$ cat config.mk
export PLATFORM = sky130hd
export DESIGN_NAME = encoder_4x2
export DESIGN_NICKNAME = d
export VERILOG_FILES = /design/src/rtl/encoder_4x2_pkg.sv /design/src/rtl/encoder_4x2_core.sv /design/src/rtl/encoder_4x2.sv
export SDC_FILE = /design/constraint.sdc
export NUM_CORES = 1
export LEC_CHECK = 0
export ABC_AREA = 1
export BUFFER_PORTS_ARGS = -buffer_cell sky130_fd_sc_hd__buf_2
export CAP_MARGIN = 20
export CORE_AREA = 2 2 39 41
export DETAILED_ROUTE_END_ITERATION = 16
export DIE_AREA = 0 0 41 43
export PLACE_DENSITY = 0.38
export SYNTH_ARGS = -nofsm -noshare
export SYNTH_HDL_FRONTEND = slang
export SYNTH_SLANG_ARGS = --single-unit
$ cat constraint.sdc
create_clock -name clk -period 0.8 [get_ports clk]
set_input_delay 0.04 -clock clk [delete_from_list [all_inputs] [get_ports clk]]
set_output_delay 0.04 -clock clk [all_outputs]
set_load 0.01 [all_outputs]
$ cat src/rtl/encoder_4x2_pkg.sv
// Shared widths, types and reset constant for the clocked 4-to-2 priority encoder.
package encoder_4x2_pkg;

  localparam int X_W = 4;
  localparam int Y_W = 2;

  typedef logic [X_W-1:0] req_t;
  typedef logic [Y_W-1:0] idx_t;

  localparam idx_t IDX_RESET = '0;

endpackage : encoder_4x2_pkg

$ cat src/rtl/encoder_4x2_core.sv
// Combinational priority core: index of the highest set request bit, plus presence flags.
// The multi flag exists only when ENCODER_4X2_ERR_EN is defined.
module encoder_4x2_core
  import encoder_4x2_pkg::*;
(
  input  logic [X_W-1:0] x,
  output logic [Y_W-1:0] idx,
  output logic           any
`ifdef ENCODER_4X2_ERR_EN
  ,
  output logic           multi
`endif
);

  // NOTE: every output of a combinational block gets a default first, so no path can infer a latch.
  always_comb begin
    idx = IDX_RESET;
    if (x[3])      idx = 2'd3;
    else if (x[2]) idx = 2'd2;
    else if (x[1]) idx = 2'd1;
  end

  assign any = |x;

`ifdef ENCODER_4X2_ERR_EN
  // Clearing the lowest set bit leaves something only if two or more bits were set.
  assign multi = |(x & (x - 1'b1));
`endif

endmodule : encoder_4x2_core

$ cat src/rtl/encoder_4x2.sv
// Clocked 4-to-2 priority encoder with enable; one cycle of latency, outputs registered.
// Optional err output (more than one request bit set) is built when ENCODER_4X2_ERR_EN is defined.
module encoder_4x2
  import encoder_4x2_pkg::*;
(
  input  logic           clk,
  input  logic           rst_n,
  input  logic [X_W-1:0] x,
  input  logic           en,
  output logic [Y_W-1:0] y,
  output logic           valid
`ifdef ENCODER_4X2_ERR_EN
  ,
  output logic           err
`endif
);

  logic [Y_W-1:0] idx;
  logic           any;
  logic [Y_W-1:0] y_d, y_q;
  logic           valid_d, valid_q;

`ifdef ENCODER_4X2_ERR_EN
  logic multi;
  logic err_d, err_q;
`endif

  encoder_4x2_core u_core (
    .x    (x),
    .idx  (idx),
    .any  (any)
`ifdef ENCODER_4X2_ERR_EN
    ,
    .multi(multi)
`endif
  );

  // The index holds while disabled; the flags only describe the current enabled edge.
  always_comb begin
    y_d     = en ? idx : y_q;
    valid_d = en & any;
  end

`ifdef ENCODER_4X2_ERR_EN
  assign err_d = en & multi;
`endif

  // NOTE: state registers use non-blocking assignments so every flop samples pre-edge values.
  always_ff @(posedge clk or negedge rst_n) begin
    if (!rst_n) begin
      y_q     <= IDX_RESET;
      valid_q <= 1'b0;
    end else begin
      y_q     <= y_d;
      valid_q <= valid_d;
    end
  end

`ifdef ENCODER_4X2_ERR_EN
  always_ff @(posedge clk or negedge rst_n) begin
    if (!rst_n) err_q <= 1'b0;
    else        err_q <= err_d;
  end

  assign err = err_q;
`endif

  assign y     = y_q;
  assign valid = valid_q;

endmodule : encoder_4x2

==> results of run 1 <==
-- worst min path at each step --
stage,startpoint,slack (ns),endpoint
CTS,x[0],0.02,valid
global placement,rst_n,-0.16,valid
floorplan,rst_n,-0.26,valid
finish,x[0],0.02,valid
global route,x[0],0.04,valid
detailed placement,rst_n,-0.16,valid
-- kinds of logic after synthesis --
group | after synthesis | share of synthesized area (%)
AND/OR/NAND/NOR | 6 | 19.8
flip-flops | 3 | 59.4
AO/OA/AOI/OAI | 3 | 14.9
buffers and inverters | 2 | 5.93
-- sequential cells by signal (all words and copies together), names as in the netlist --
signal  flops
y           2
valid       1
-- tightest hold or removal path: stages --
cell and delay (ns):
buf_2 0.07, o21ai_1 0.05, nand2_1 0.06
-- Yosys cell counts --
library cell / count
a21oi_2: 1
nor2_1: 1
nor2_2: 1
nand2_1: 4
dfrtp_1: 3
inv_1: 1
inv_2: 1
o21ai_1: 2
-- metrics by stage --
step / total power (W) / instances
final: 0.000524 / 45
after floorplan: 0.000200 / 14
after global placement: 0.000238 / 39
after CTS: 0.000535 / 45
after detailed placement: 0.000238 / 39
after global routing: 0.000554 / 45
-- placed cells by master, fill, tap and decap left out --
cell type      Yosys  routed
buf_2              0       9
nand2_1            4       4
clkbuf_4           0       3
dfrtp_1            3       3
o21ai_1            2       2
inv_2              1       1
nor2_2             1       1
inv_1              1       1
nor2_1             1       1
a21oi_2            1       1
clkbuf_1           0       1
dlygate4sd3_1      0       1
buf_4              0       1
-- metal layers --
metal / vias to the layer above / part of all wire [%]
met3: 0 / 26
met4: 0 / 0
met5: - / 0
met2: 13 / 20
met1: 51 / 54
li1: 73 / -
-- power breakdown --
group	internal [W]	switching [W]
Clock	0.000188	0.0000910
Sequential	0.000166	0.00000565
Combinational	0.0000376	0.0000363
-- layout make-up --
class	count	area share [%]
inverter	2	3.19
timing repair buffer	11	26.6
tap	16	8.51
clock buffer	4	11.2
sequential	3	31.9
multi-input combinational	9	18.6
-- timing repair --
action / in CTS / in global routing
setup buffers: 1 / 0
gates cloned: 0 / 0
pin swaps: 0 / 0
setup endpoints to repair: 1 / 2
endpoints found under the hold margin: 3 / 0
hold buffers: 1 / 0
==> flow_summary.yaml, run 1 <==
status:
  outcome: "finished, final reports clean"
drt:
  drt-total-wl_um: 345
  avgViaCountPerCell: 3.04
  vias: 137
  routedWlPerCell_um: 7.67
  antenna_left: 0
  drtPass1Iterations: 1
  drc: 0
  first_iter_violations: 0
timing:
  relSlewSlack_pct: 89.8
  fin_hold_ws_ns: 0.0210
  worst_slack_ns: 0.0151
  setup_tns_ns: 0
  worstMarginPinSlew_ns: 0.152
  period_minus_slack_ns: 0.785
  slew_viol_final: 0
  fin_crit_sh_pct: 98.1
  max_freq_mhz: 1270
  setup_viol: 0
  rsz0062_at_grt: "true"
  finClkSkew_ns: 0
  finalHoldViolations: 0
yosys:
  syn_area_um2: 126
  seq_area_frac_synth_pct: 59.4
  syn_nets: 21
  synth_cells: 14
  synth_top_area_share_pct: 59.4
  synthDistinctLibCells: 8
  yosys.area.top_type: "dfrtp_1"
  ys_warn_count: 0
  ys_ff_latch: 3
  synth_area_per_cell_um2: 9.03
  ys_top_cells_by_area: "dfrtp_1 (59%), nand2_1 (12%), o21ai_1 (7.9%), a21oi_2 (6.9%), nor2_2 (5.0%)"
cells_and_area:
  finish.utilization_pct: 17.0
  diodes: 0
  area_growth_pct: 86.1
  seq_area_um2: 75.1
  multi_input_area_um2: 43.8
  n_fill_cell: 155
  finalNetCount: 37
  drive_above_1_share_pct: 55.2
  final_area_um2: 235
global_route:
  grt_overflow: 0
  use_met3_pct: 9.42
  grtUsageMet2_pct: 2.81
  grt_pass1_vias: 110
  grt_max_degree: 5
  grt_pass1_wl_um: 448
  busiest_layer: "met3"
  global_route.usage.met1_pct: 6.13
  grt.total_usage_pct: 4.92
  antenna_found_initial: 0
worst_setup_path:
  crit_type: "register to primary output"
  r2r_start: "y[1]"
  slowest_stage: "dfrtp_1"
  required_ns: 0.76
  crit_chain: "buf_2"
  rr_worst_depth: 3
  rrSetupSlack_ns: 0.08
  crit_path_end: "y[0]"
  slowest_delay_ns: 0.37
  path_buf_inv: 1
  startpoint_type: "register"
  crit_fanout: 2
  critical_path_depth: 1
  critPathCaptureType: "primary output"
  crit_path_start: "y[0]"
  r2r-end: "y[1]"
  cp_top_family: "flip-flops"
  arrival_ns: 0.74
pwr:
  pwr_density_cell_mw_per_mm2: 2230
  p_leak_nw: 0.120
  ir_drop_mv: 0.805
cts:
  root_buffer: "clkbuf_4"
  h-tree-depth: 1
  cts_tree: "done"
  clockBufferDepth: 2
  cts_buffers: 3
  clk-insertion-delay-late_ns: 0.24
  post_cts_resized: 0
  path_clk_slew_ns: 0.04
  clock-sinks: 3
die:
  die_area_mm2: 0.00176
  die_w_um: 41
  fp.dieH_um: 43
  core_mm2: 0.00138
  boundaryPins: 10
  fp-row-count: 14
  initial_core_util_pct: 9.13
placed_design:
  portBuffers: 9
  place_area_um2: 191
  gp_congestion: 0.644
  hpwlAfterDp_um: 264
  dpl_worst_slack_ns: 0.174
job:
  maxCapViolations: 0
min_path:
  hold_path.class: "primary input to register"
  hold_depth: 3
Power figures use the tool's default switching activity.
==> run 2, diff against run 1 <==
--- a/config.mk
+++ b/config.mk
@@ -12,6 +12,7 @@
 export DETAILED_ROUTE_END_ITERATION = 16
 export DIE_AREA = 0 0 41 43
-export PLACE_DENSITY = 0.38
+export PLACE_DENSITY = 0.39
 export SYNTH_ARGS = -nofsm -noshare
 export SYNTH_HDL_FRONTEND = slang
+export SYNTH_HIERARCHICAL = 1
 export SYNTH_SLANG_ARGS = --single-unit
==> constraint.sdc (replaced) <==
create_clock -name clk -period 0.8 [get_ports clk]
set_input_delay 0.16 -clock clk [delete_from_list [all_inputs] [get_ports clk]]
set_output_delay 0.16 -clock clk [all_outputs]
set_load 0.01 [all_outputs]
==> run 2 against run 1 <==
Against the previous run:
- critical path type unchanged
- via count increased by 19%
- routed wire length decreased by 4.3%
- the flow now finishes with violations (setup timing)
- first-iteration DRC count unchanged
- critical endpoint unchanged
- sequential cell count unchanged
==> flow_summary.yaml, run 2 <==
yosys:
  synthDistinctLibCells: 6
  ys_top_cells_by_area: "dfrtp_1 (53%), nand2_1 (27%), inv_1 (11%), nor2_2 (4.4%), inv_2 (2.7%)"
  synth_commonest_cells: "nand2_1 (10), inv_1 (4), dfrtp_1 (3)"
  yosys.area.top_type: "dfrtp_1"
  synthArstFlopShare_pct: 100
  synth_edf_count: 0
  ys_warn_count: 6
  seq_area_frac_synth_pct: 53.1
  synth_area_per_cell_um2: 7.07
  syn_area_um2: 141
  synth_top_area_share_pct: 53.1
  synth_ff_type: "dfrtp_1"
  synth_cells: 20
  ys_ff_latch: 3
  yosysMostFrequentCell: "nand2_1"
  syn_nets: 27
placed_design:
  dpl_worst_slack_ns: 0.146
  hpwlAfterDp_um: 233
  gp_congestion: 0.632
  placed_cells: 45
  portBuffers: 9
  place_area_um2: 206
die:
  initial_core_util_pct: 10.2
  die_area_mm2: 0.00176
  fp.dieH_um: 43
  boundaryPins: 10
  core_mm2: 0.00138
  die_w_um: 41
  fp-row-count: 14
timing:
  worst_slack_ns: -0.0879
  worstMarginPinSlew_ns: 0.0865
  fin_crit_sh_pct: 111
  setup_viol: 5
  finClkSkew_ns: 0
  max_freq_mhz: 1130
  fin_hold_ws_ns: 0.171
  finalHoldViolations: 0
  slew_viol_final: 0
  period_minus_slack_ns: 0.888
  relSlewSlack_pct: 94.2
  rsz0062_at_grt: "true"
cells_and_area:
  seq_area_um2: 75.1
  finalNetCount: 46
  largest_reg_flops: 2
  n_fill_cell: 170
  final_area_um2: 278
  drive_above_1_share_pct: 52.6
  final_common_cell: "buf_2"
  final_cell_mix: "buf_2 (9), nand2_1 (8), inv_1 (4), buf_4 (4)"
  diodes: 0
  multi_input_area_um2: 52.6
  finalNonFillerCells: 54
  area_growth_pct: 96.5
global_route:
  grt_max_degree: 5
  grt_overflow: 0
  busiest_layer: "met4"
  global_route.usage.met1_pct: 4.82
  grt_pass1_wl_um: 510
  antenna_found_initial: 0
  use_met3_pct: 0
  grt_pass1_vias: 152
  grtUsageMet2_pct: 5.94
  grt.total_usage_pct: 5.22
pwr:
  p_leak_nw: 0.164
  ir_drop_mv: 0.402
  pwr_density_cell_mw_per_mm2: 1920
cts:
  clk-insertion-delay-late_ns: 0.23
  clockBufferDepth: 2
  clock-sinks: 3
  h-tree-depth: 1
  path_clk_slew_ns: 0.04
  cts_tree: "done"
  root_buffer: "clkbuf_4"
  cts_buffers: 3
drt:
  avgViaCountPerCell: 3.02
  routedWlPerCell_um: 6.11
  drtPass1Iterations: 1
  antenna_left: 0
  vias: 163
  first_iter_violations: 0
  drc: 0
  drt-total-wl_um: 330
worst_setup_path:
  crit_type: "register to primary output"
  slowest_stage: "dfrtp_1"
  path_buf_inv: 1
  critPathCaptureType: "primary output"
  slowest_delay_ns: 0.36
  cp_top_family: "flip-flops"
  arrival_ns: 0.73
  required_ns: 0.64
  crit_chain: "buf_2"
  crit_fanout: 2
  startpoint_type: "register"
job:
  maxCapViolations: 0
status:
  outcome: "complete, but fails checks"
  violations: "setup timing"
min_path:
  hold_path.class: "primary input to register"
[run 2: per-layer routing]
| layer | wire, µm | vias to the layer above |
|---|---|---|
| met4 | 19 | 0 |
| met5 | 0 | - |
| li1 | - | 92 |
| met3 | 43 | 2 |
| met1 | 120 | 59 |
| met2 | 147 | 10 |
[run 2: stage by stage]
stage	utilization [%]	total power, W	setup TNS [ns]
detailed placement	14.9	0.000237	0
global route	20.1	0.000576	-0.419
floorplan	-	0.000201	0
global placement	14.9	0.000238	0
CTS	18.6	0.000535	-0.276
finish	20.1	0.000533	-0.252
[run 2: cells by family (layout without fill, tap and decap cells)]
logic type    after synthesis  count (layout)  synth area share (%)
buf+inv                     5              23                  13.3
simple gates               12              12                  33.6
flops                       3               3                  53.1
[run 2: power by group]
part	switching [W]	leakage [nW]	internal, W
clock network	0.0000773	0.0150	0.000187
logic	0.0000432	0.114	0.0000563
registers	0.00000424	0.0350	0.000165
[run 2: final timing paths]
kind / from / to / slack [ns] / cells past startpoint
setup / recovery: y[0] / y[0] / -0.09 / 1
max in group asynchronous: rst_n / y[0] / 0.45 / 2
min in group asynchronous: rst_n / valid / 0.25 / 2
hold / removal: en / valid / 0.17 / 3
hold reg to reg: y[0] / y[0] / 0.63 / 4
setup reg to reg: y[1] / y[1] / -0.01 / 4
[run 2: repair_timing]
item,CTS,global route
gates cloned,0,0
endpoints found under the hold margin,3,0
setup buffers,2,2
setup endpoints to repair,3,3
gates resized for setup,0,2
hold buffers,1,0
[run 2: cell type report]
cell class	count	share of cell area, %
clock buffer	4	9.46
inverter	5	6.76
tap	16	7.21
timing repair buffer	14	30.6
sequential	3	27.0
multi-input combinational	12	18.9
